==> config.mk <==
export PLATFORM = sky130hd
export DESIGN_NAME = mmc_cmd_control_layer_cmd24
export DESIGN_NICKNAME = d
export VERILOG_FILES = /design/src/rtl/mmc_cmd_control_layer_cmd24.sv
export SDC_FILE = /design/constraint.sdc
export NUM_CORES = 1
export LEC_CHECK = 0
export CAP_MARGIN = 25
export CORE_MARGIN = 3
export CORE_UTILIZATION = 52
export CTS_CLUSTER_SIZE = 16
export DETAILED_ROUTE_END_ITERATION = 6
export GPL_TIMING_DRIVEN = 0
export PLACE_DENSITY = 0.86
export SLEW_MARGIN = 30
export SYNTH_ARGS = -nofsm -noshare
export SYNTH_HDL_FRONTEND = slang
export SYNTH_SLANG_ARGS = --single-unit
==> constraint.sdc <==
create_clock -name iCLOCK -period 3.55 [get_ports iCLOCK]
set_input_delay 0.71 -clock iCLOCK [delete_from_list [all_inputs] [get_ports iCLOCK]]
set_output_delay 0.71 -clock iCLOCK [all_outputs]
set_load 0.005 [all_outputs]
==> src/rtl/mmc_cmd_control_layer_cmd24.sv <==
// SPI-mode MMC/SD single-block write (CMD24) sequencer: command frame, R1 poll,
// start token, 512 data bytes from the sector buffer, dummy CRC, data response, busy wait.
module mmc_cmd_control_layer_cmd24 #(
  parameter int unsigned P_RESP_RETRY = 16
) (
  input  logic        iCLOCK,
  input  logic        iRESET,
  input  logic        iRESET_SYNC,
  input  logic        iCMD_START,
  input  logic [31:0] iCMD_ADDR,
  output logic        oCMD_END,
  output logic        oCMD_ERR,
  output logic        oBUFF_REQ,
  output logic [6:0]  oBUFF_ADDR,
  input  logic        iBUFF_VALID,
  input  logic [31:0] iBUFF_DATA,
  output logic        oMMC_REQ,
  input  logic        iMMC_BUSY,
  output logic        oMMC_CS,
  output logic [7:0]  oMMC_DATA,
  input  logic        iMMC_VALID,
  input  logic [7:0]  iMMC_DATA
);

  localparam int unsigned RW = $clog2(P_RESP_RETRY + 1);
  localparam logic [RW-1:0] RETRY_MAX = RW'(P_RESP_RETRY);

  typedef enum logic [3:0] {
    S_IDLE, S_CMD, S_RESP_REQ, S_RESP_GET, S_GAP, S_TOKEN, S_FETCH, S_FWAIT,
    S_DATA, S_CRC, S_DRESP_REQ, S_DRESP_GET, S_BUSY_REQ, S_BUSY_GET, S_END
  } state_t;

  state_t          state, state_d;
  logic [2:0]      count, count_d;
  logic [1:0]      bsel, bsel_d;
  logic [6:0]      word, word_d;
  logic [RW-1:0]   retry, retry_d;
  logic [31:0]     addr, addr_d;
  logic [31:0]     wdata, wdata_d;
  logic            err, err_d;
  logic            is_send;
  logic            accept;

  always_ff @(posedge iCLOCK or posedge iRESET) begin
    if (iRESET) begin
      state <= S_IDLE;
      count <= '0;
      bsel  <= '0;
      word  <= '0;
      retry <= '0;
      addr  <= '0;
      wdata <= '0;
      err   <= 1'b0;
    end else if (iRESET_SYNC) begin
      state <= S_IDLE;
      count <= '0;
      bsel  <= '0;
      word  <= '0;
      retry <= '0;
      addr  <= '0;
      wdata <= '0;
      err   <= 1'b0;
    end else begin
      state <= state_d;
      count <= count_d;
      bsel  <= bsel_d;
      word  <= word_d;
      retry <= retry_d;
      addr  <= addr_d;
      wdata <= wdata_d;
      err   <= err_d;
    end
  end

  always_comb begin
    is_send = state inside {S_CMD, S_RESP_REQ, S_GAP, S_TOKEN, S_DATA,
                            S_CRC, S_DRESP_REQ, S_BUSY_REQ};
    oMMC_REQ   = is_send && !iMMC_BUSY;
    accept     = oMMC_REQ;
    oMMC_CS    = (state == S_IDLE) || (state == S_END);
    oCMD_END   = (state == S_END);
    oCMD_ERR   = err;
    oBUFF_REQ  = (state == S_FETCH);
    oBUFF_ADDR = word;
    oMMC_DATA  = 8'hFF;
    case (state)
      S_CMD: begin
        case (count)
          3'd0:    oMMC_DATA = 8'h58;
          3'd1:    oMMC_DATA = addr[31:24];
          3'd2:    oMMC_DATA = addr[23:16];
          3'd3:    oMMC_DATA = addr[15:8];
          3'd4:    oMMC_DATA = addr[7:0];
          default: oMMC_DATA = 8'h01;
        endcase
      end
      S_TOKEN: oMMC_DATA = 8'hFE;
      S_DATA:  oMMC_DATA = wdata[{bsel, 3'b000} +: 8];
      default: oMMC_DATA = 8'hFF;
    endcase
  end

  always_comb begin
    state_d = state;
    count_d = count;
    bsel_d  = bsel;
    word_d  = word;
    retry_d = retry;
    addr_d  = addr;
    wdata_d = wdata;
    err_d   = err;
    case (state)
      S_IDLE: if (iCMD_START) begin
        addr_d  = iCMD_ADDR;
        count_d = '0;
        err_d   = 1'b0;
        state_d = S_CMD;
      end
      // Leave on the sixth acceptance so no request is raised with count==6.
      S_CMD: if (accept) begin
        if (count == 3'd5) begin
          count_d = '0;
          retry_d = '0;
          state_d = S_RESP_REQ;
        end else begin
          count_d = count + 3'd1;
        end
      end
      S_RESP_REQ: if (accept) state_d = S_RESP_GET;
      S_RESP_GET: if (iMMC_VALID) begin
        if (iMMC_DATA == 8'h00) begin
          state_d = S_GAP;
        end else if (iMMC_DATA == 8'hFF && retry < RETRY_MAX) begin
          retry_d = retry + RW'(1);
          state_d = S_RESP_REQ;
        end else begin
          err_d   = 1'b1;
          state_d = S_END;
        end
      end
      S_GAP:   if (accept) state_d = S_TOKEN;
      S_TOKEN: if (accept) begin
        word_d  = '0;
        state_d = S_FETCH;
      end
      S_FETCH: state_d = S_FWAIT;
      S_FWAIT: if (iBUFF_VALID) begin
        wdata_d = iBUFF_DATA;
        bsel_d  = '0;
        state_d = S_DATA;
      end
      S_DATA: if (accept) begin
        bsel_d = bsel + 2'd1;
        if (bsel == 2'd3) begin
          if (word == 7'd127) begin
            count_d = '0;
            state_d = S_CRC;
          end else begin
            word_d  = word + 7'd1;
            state_d = S_FETCH;
          end
        end
      end
      S_CRC: if (accept) begin
        if (count == 3'd1) begin
          count_d = '0;
          state_d = S_DRESP_REQ;
        end else begin
          count_d = count + 3'd1;
        end
      end
      S_DRESP_REQ: if (accept) state_d = S_DRESP_GET;
      S_DRESP_GET: if (iMMC_VALID) begin
        if (iMMC_DATA == 8'hFF) begin
          state_d = S_DRESP_REQ;
        end else if (iMMC_DATA[4:0] == 5'b00101) begin
          state_d = S_BUSY_REQ;
        end else begin
          err_d   = 1'b1;
          state_d = S_END;
        end
      end
      S_BUSY_REQ: if (accept) state_d = S_BUSY_GET;
      S_BUSY_GET: if (iMMC_VALID) begin
        if (iMMC_DATA == 8'h00) state_d = S_BUSY_REQ;
        else                    state_d = S_END;
      end
      S_END:   state_d = S_IDLE;
      default: state_d = S_IDLE;
    endcase
  end

endmodule

Yosys cells after proc, flatten, opt, wreduce, memory -nomap -nowiden --
Index checks and enable logic that the tools add are counted.
Cells by class: add/subtract/negate cells 4, $lt $le $gt $ge 1, reductions and logical operators 25, muxes and demuxes 68, shift operators 1, eq/ne operators 46
Operators by type and width (count):
- $mux 32 | 6
- $mux 4 | 20
- $ne 3x3->1 const B | 19
- $pmux 4 s14 | 1
- $pmux 8 s5 | 1
- $mux 7 | 5
- $shiftx 32x6->8 | 1
- $mux 3 | 10
- $mux 5 | 6
- $eq 4x4->1 const B | 7
- $pmux 8 s3 | 1
- $eq 4x3->1 const B | 4
- $reduce_and 16->1 | 1
- $pmux 7 s2 | 1
- $ne 3x2->1 const B | 4
- $pmux 3 s4 | 1
- $mux 2 | 5
- $pmux 5 s2 | 1
- $reduce_bool 3->1 | 3
- $eq 4x2->1 const B | 2
- $eq 8x8->1 const B | 1
- $logic_not 8->1 | 1
- $mux 1 | 8
- $reduce_and 8->1 | 1
- other kinds (28) | 35
Word-level totals: register bits after elaboration 86, output and inout bits 20, logic and storage cells 153

Depth between registers and ports, before layout --
depth after elaboration 7, mapped depth 8, mapped depth without buffers 6

Least setup slack after synthesis --
No wires, ideal clock.
path kind reg-to-output, start point reg count[1], end point out oMMC_DATA[1], setup slack 1053 ps, cell stages (with the launch flop) 7, arrival 1787 ps, data required time 2840 ps, cells stage by stage dfrtp_1 > clkbuf_1 > and2_1 > ha_1 > clkbuf_1 > o311ai_1 > o211ai_1
On the way: cells in the longest elaborated chain, start to end 3
RTL lines:
- start, declared | line 34 | logic [2:0] count, count_d;
- start signal, assigned | line 65 | count <= count_d;
- $eq 3x3->1, or another cell as far along | line 88 | case (count)
- $pmux 8 s5 (*) | line 88
- $pmux 8 s3 (*) | line 86 | case (state)
- end, declared | line 20 | output logic [7:0] oMMC_DATA,
Every way passes the cells marked *; elsewhere a longest branch is shown, timed or not.

Worst setup path in the final report --
start point reg count[2], end point out oMMC_DATA[0]
The elaborated chain is that of the path after synthesis.

==> metrics.csv <==
metric,value,unit
FF-to-FF path depth,6,
Final Hold Vio Count,0,
port bufs,98,
Final nets,685,
All-Layer GR Usage,28.1,%
fin. max-slew vios,0,
max_cap viols,0,
post-synth top area cell,dfrtp_1,
Tmin final,3.40,ns
post-route cell area,0.00604,sq mm
HP Class,register to register,
Setup Buffers After CTS,0,
"EDFF count, synth",0,
number of diodes,0,
H-tree depth,3,
drt wl/cell,19.5,um
crit path capture type,output pin,
Reg-to-Reg End,oBUFF_ADDR[5],
post-synthesis cell area,0.00468,sq mm
Setup crit start kind,register,
Final Wtd Congestion,0.994,
fin crit share,95.7,%
worst-path cell chain,"buf_2, inv_1, ha_1, clkbuf_2, nor3b_1, o211ai_1, a31o_2, clkdlybuf4s50_1",
leakage,2.54,nW
Relative slew margins,60.6,%
num rows,33,
final wirelength,13900,um
total die area,0.0102,sq mm
first-pass GRT wire length,22600,um
asr flop ratio synth,100,%
die width,101,um
Yosys reg bits,86,
DR iter-0 viols,299,
Worst-path clk slew,0.10,ns
Worst Max-Slew Pin Slew,0.588,ns
kind of critical path,register to output pin,
synthesis warning total,0,
initial antenna violation count,0,
drt first pass iters,5,
Critical Path Max Stage Delay,0.50,ns
WP buf/inv,4,
Final setup viols,0,
CTS tree,yes,
"top cells by area, synth","dfrtp_1 (46%), nand2_1 (7.4%), a22o_1 (6.9%)",
critical path peak fanout,10,
clock buffer count from CTS,9,
IO Pins,99,
PwrDens,518,mW/mm^2
post-synth top area share,46.0,%
Final Power,3.13,mW
Die H,101,um
slowest CP cell,clkdlybuf4s50_1,
Post-route DRC,0,
Cell variety after synth,68,
synthesized net count,576,
Max IR drop VDD,292,uV
vias in the first global route,4510,
leading cell type by number of instances after synthesis,nand2_1,
ys flop type,dfrtp_1,
initial core utilization,55.3,%
fmax,294,MHz
largest net degree at the start of global routing,48,
Required @ worst endpoint,2.84,ns
Synth Area per Inst,9.50,sq um
Setup Skew,0.00495,ns
worst hold path depth,2,
via count,4452,
"reg-to-reg slack, setup",1.38,ns
CP top delay family,buffers and inverters,
hold endpoint,wdata[31],
reg2reg start,oBUFF_ADDR[0],
final antenna-violating net count,0,
clock tree sinks,86,
Core Region,0.00846,sq mm
Worst-Skew Late Latency,0.37,ns
fillcell total,636,
Overflow after GRT,0,
HPWL Detailed,10100,um
Placement Cell Area,0.00583,sq mm
P&R area growth vs syn,29.0,%
worst hold start,wdata[31],
register area share after synthesis,46.0,%
share of layout cells above drive strength 1,10.0,%
synthesized instance count,493,
crit path launch,count[2],
Commonest cells post-synth,"nand2_1 (92), dfrtp_1 (86), o21ai_0 (46), a22o_1 (37)",
Longest Clk Path Bufs,2,
vias per cell,6.25,
Clock Root Buffer,clkbuf_8,
Critical Path AT,2.69,ns
RSZ-0062 raised after global routing,false,
status,completed,
## tightest hold or removal path, delay by kind of cell, from the launching register on
family | cells | cell delay (ns)
compound gates | 1 | 0.06
flops | 1 | 0.36
simple gates | 1 | 0.04
## metrics by stage
step	instances	hold slack, ns	TNS [ns]	setup slack (ns)	utilization [%]
3_3_place_gp	696	0.458	-54.55	-0.642	68.5
2_1_floorplan	493	0.445	0	0.618	-
4_1_cts	713	0.493	0	0.00813	71.2
3_5_place_dp	697	0.467	0	0.122	68.9
6_report	712	0.493	0	0.154	71.4
5_1_grt	712	0.525	0	0.0120	71.4
## registers in the layout (all words and copies together) (netlist names)
signal,count
bsel,2
oBUFF_ADDR,7
count,3
retry,5
addr,32
state,4
wdata,32
oCMD_ERR,1
## layout make-up
type / instances / area, sq um / area share (%)
multi-input cells: 356 / 2330 / 38.6
inverters: 14 / 57.6 / 0.953
clock buffers: 10 / 138 / 2.28
plain buffers: 36 / 171 / 2.84
well taps: 105 / 131 / 2.18
repair buffers: 99 / 1010 / 16.7
clock inverters: 6 / 52.6 / 0.870
flip-flops and latches: 86 / 2150 / 35.6
## logic make-up after synthesis
logic type                 share of synthesized area (%)
xor gates and xnor gates                           0.561
DFF                                                 46.0
muxes                                               4.27
AOI/OAI and AO/OA                                   24.0
adders and majority gates                           1.07
and+or+nand+nor                                     19.3
buffers and inverters                               4.81
## what timing repair did
| action | in CTS | in global routing |
|---|---|---|
| hold buffers | 0 | 0 |
| gates resized for setup | 2 | 4 |
| endpoints found under the setup margin | 7 | 8 |
## how the worst max path moves through the flow
stage / to / slack (ns) / depth (start not counted)
6_report: oMMC_DATA[0] / 0.15 / 8
5_1_grt: oMMC_DATA[0] / 0.01 / 8
4_1_cts: oMMC_DATA[6] / 0.008 / 6
3_5_place_dp: oMMC_DATA[6] / 0.12 / 7
3_3_place_gp: retry[0] / -0.64 / 2
2_1_floorplan: addr[0] / 0.62 / 1
## power breakdown
part / switching (mW) / total, mW / internal [mW] / leakage [nW]
sequential: 0.0935 / 1.20 / 1.11 / 1.15
clock: 0.405 / 0.690 / 0.285 / 0.0914
combinational: 0.685 / 1.24 / 0.557 / 1.29
## layer usage
layer | vias up | wire length, um | track usage (%)
met5 | - | 0 | 0
met4 | 0 | 309 | 11.0
met3 | 28 | 1140 | 4.22
met2 | 224 | 6810 | 46.4
met1 | 2168 | 5620 | 37.4
li1 | 2032 | - | -
## cell usage in the layout (no fill, tap or decap), types with 3 or more instances in the layout
| cell type | instances |
|---|---|
| a21oi_1 | 11 |
| a221oi_1 | 4 |
| a222oi_1 | 3 |
| a22o_1 | 37 |
| a22oi_1 | 4 |
| a31oi_1 | 4 |
| and3_1 | 5 |
| buf_2 | 15 |
| clkbuf_1 | 17 |
| clkbuf_8 | 10 |
| clkdlybuf4s50_1 | 98 |
| dfrtp_1 | 86 |
| ha_1 | 4 |
| inv_1 | 11 |
| inv_6 | 3 |
| mux4_2 | 8 |
| nand2_1 | 92 |
| nand2b_1 | 5 |
| nand3_1 | 16 |
| nand3b_1 | 4 |
| nand4_1 | 5 |
| nor2_1 | 20 |
| nor2b_1 | 8 |
| nor3_1 | 7 |
| o211ai_1 | 9 |
| o21a_1 | 3 |
| o21ai_0 | 46 |
| o22ai_1 | 4 |
| o31ai_1 | 3 |
| or4_1 | 4 |
| xnor2_1 | 3 |
No activity file was read; power rests on OpenSTA's default activity.
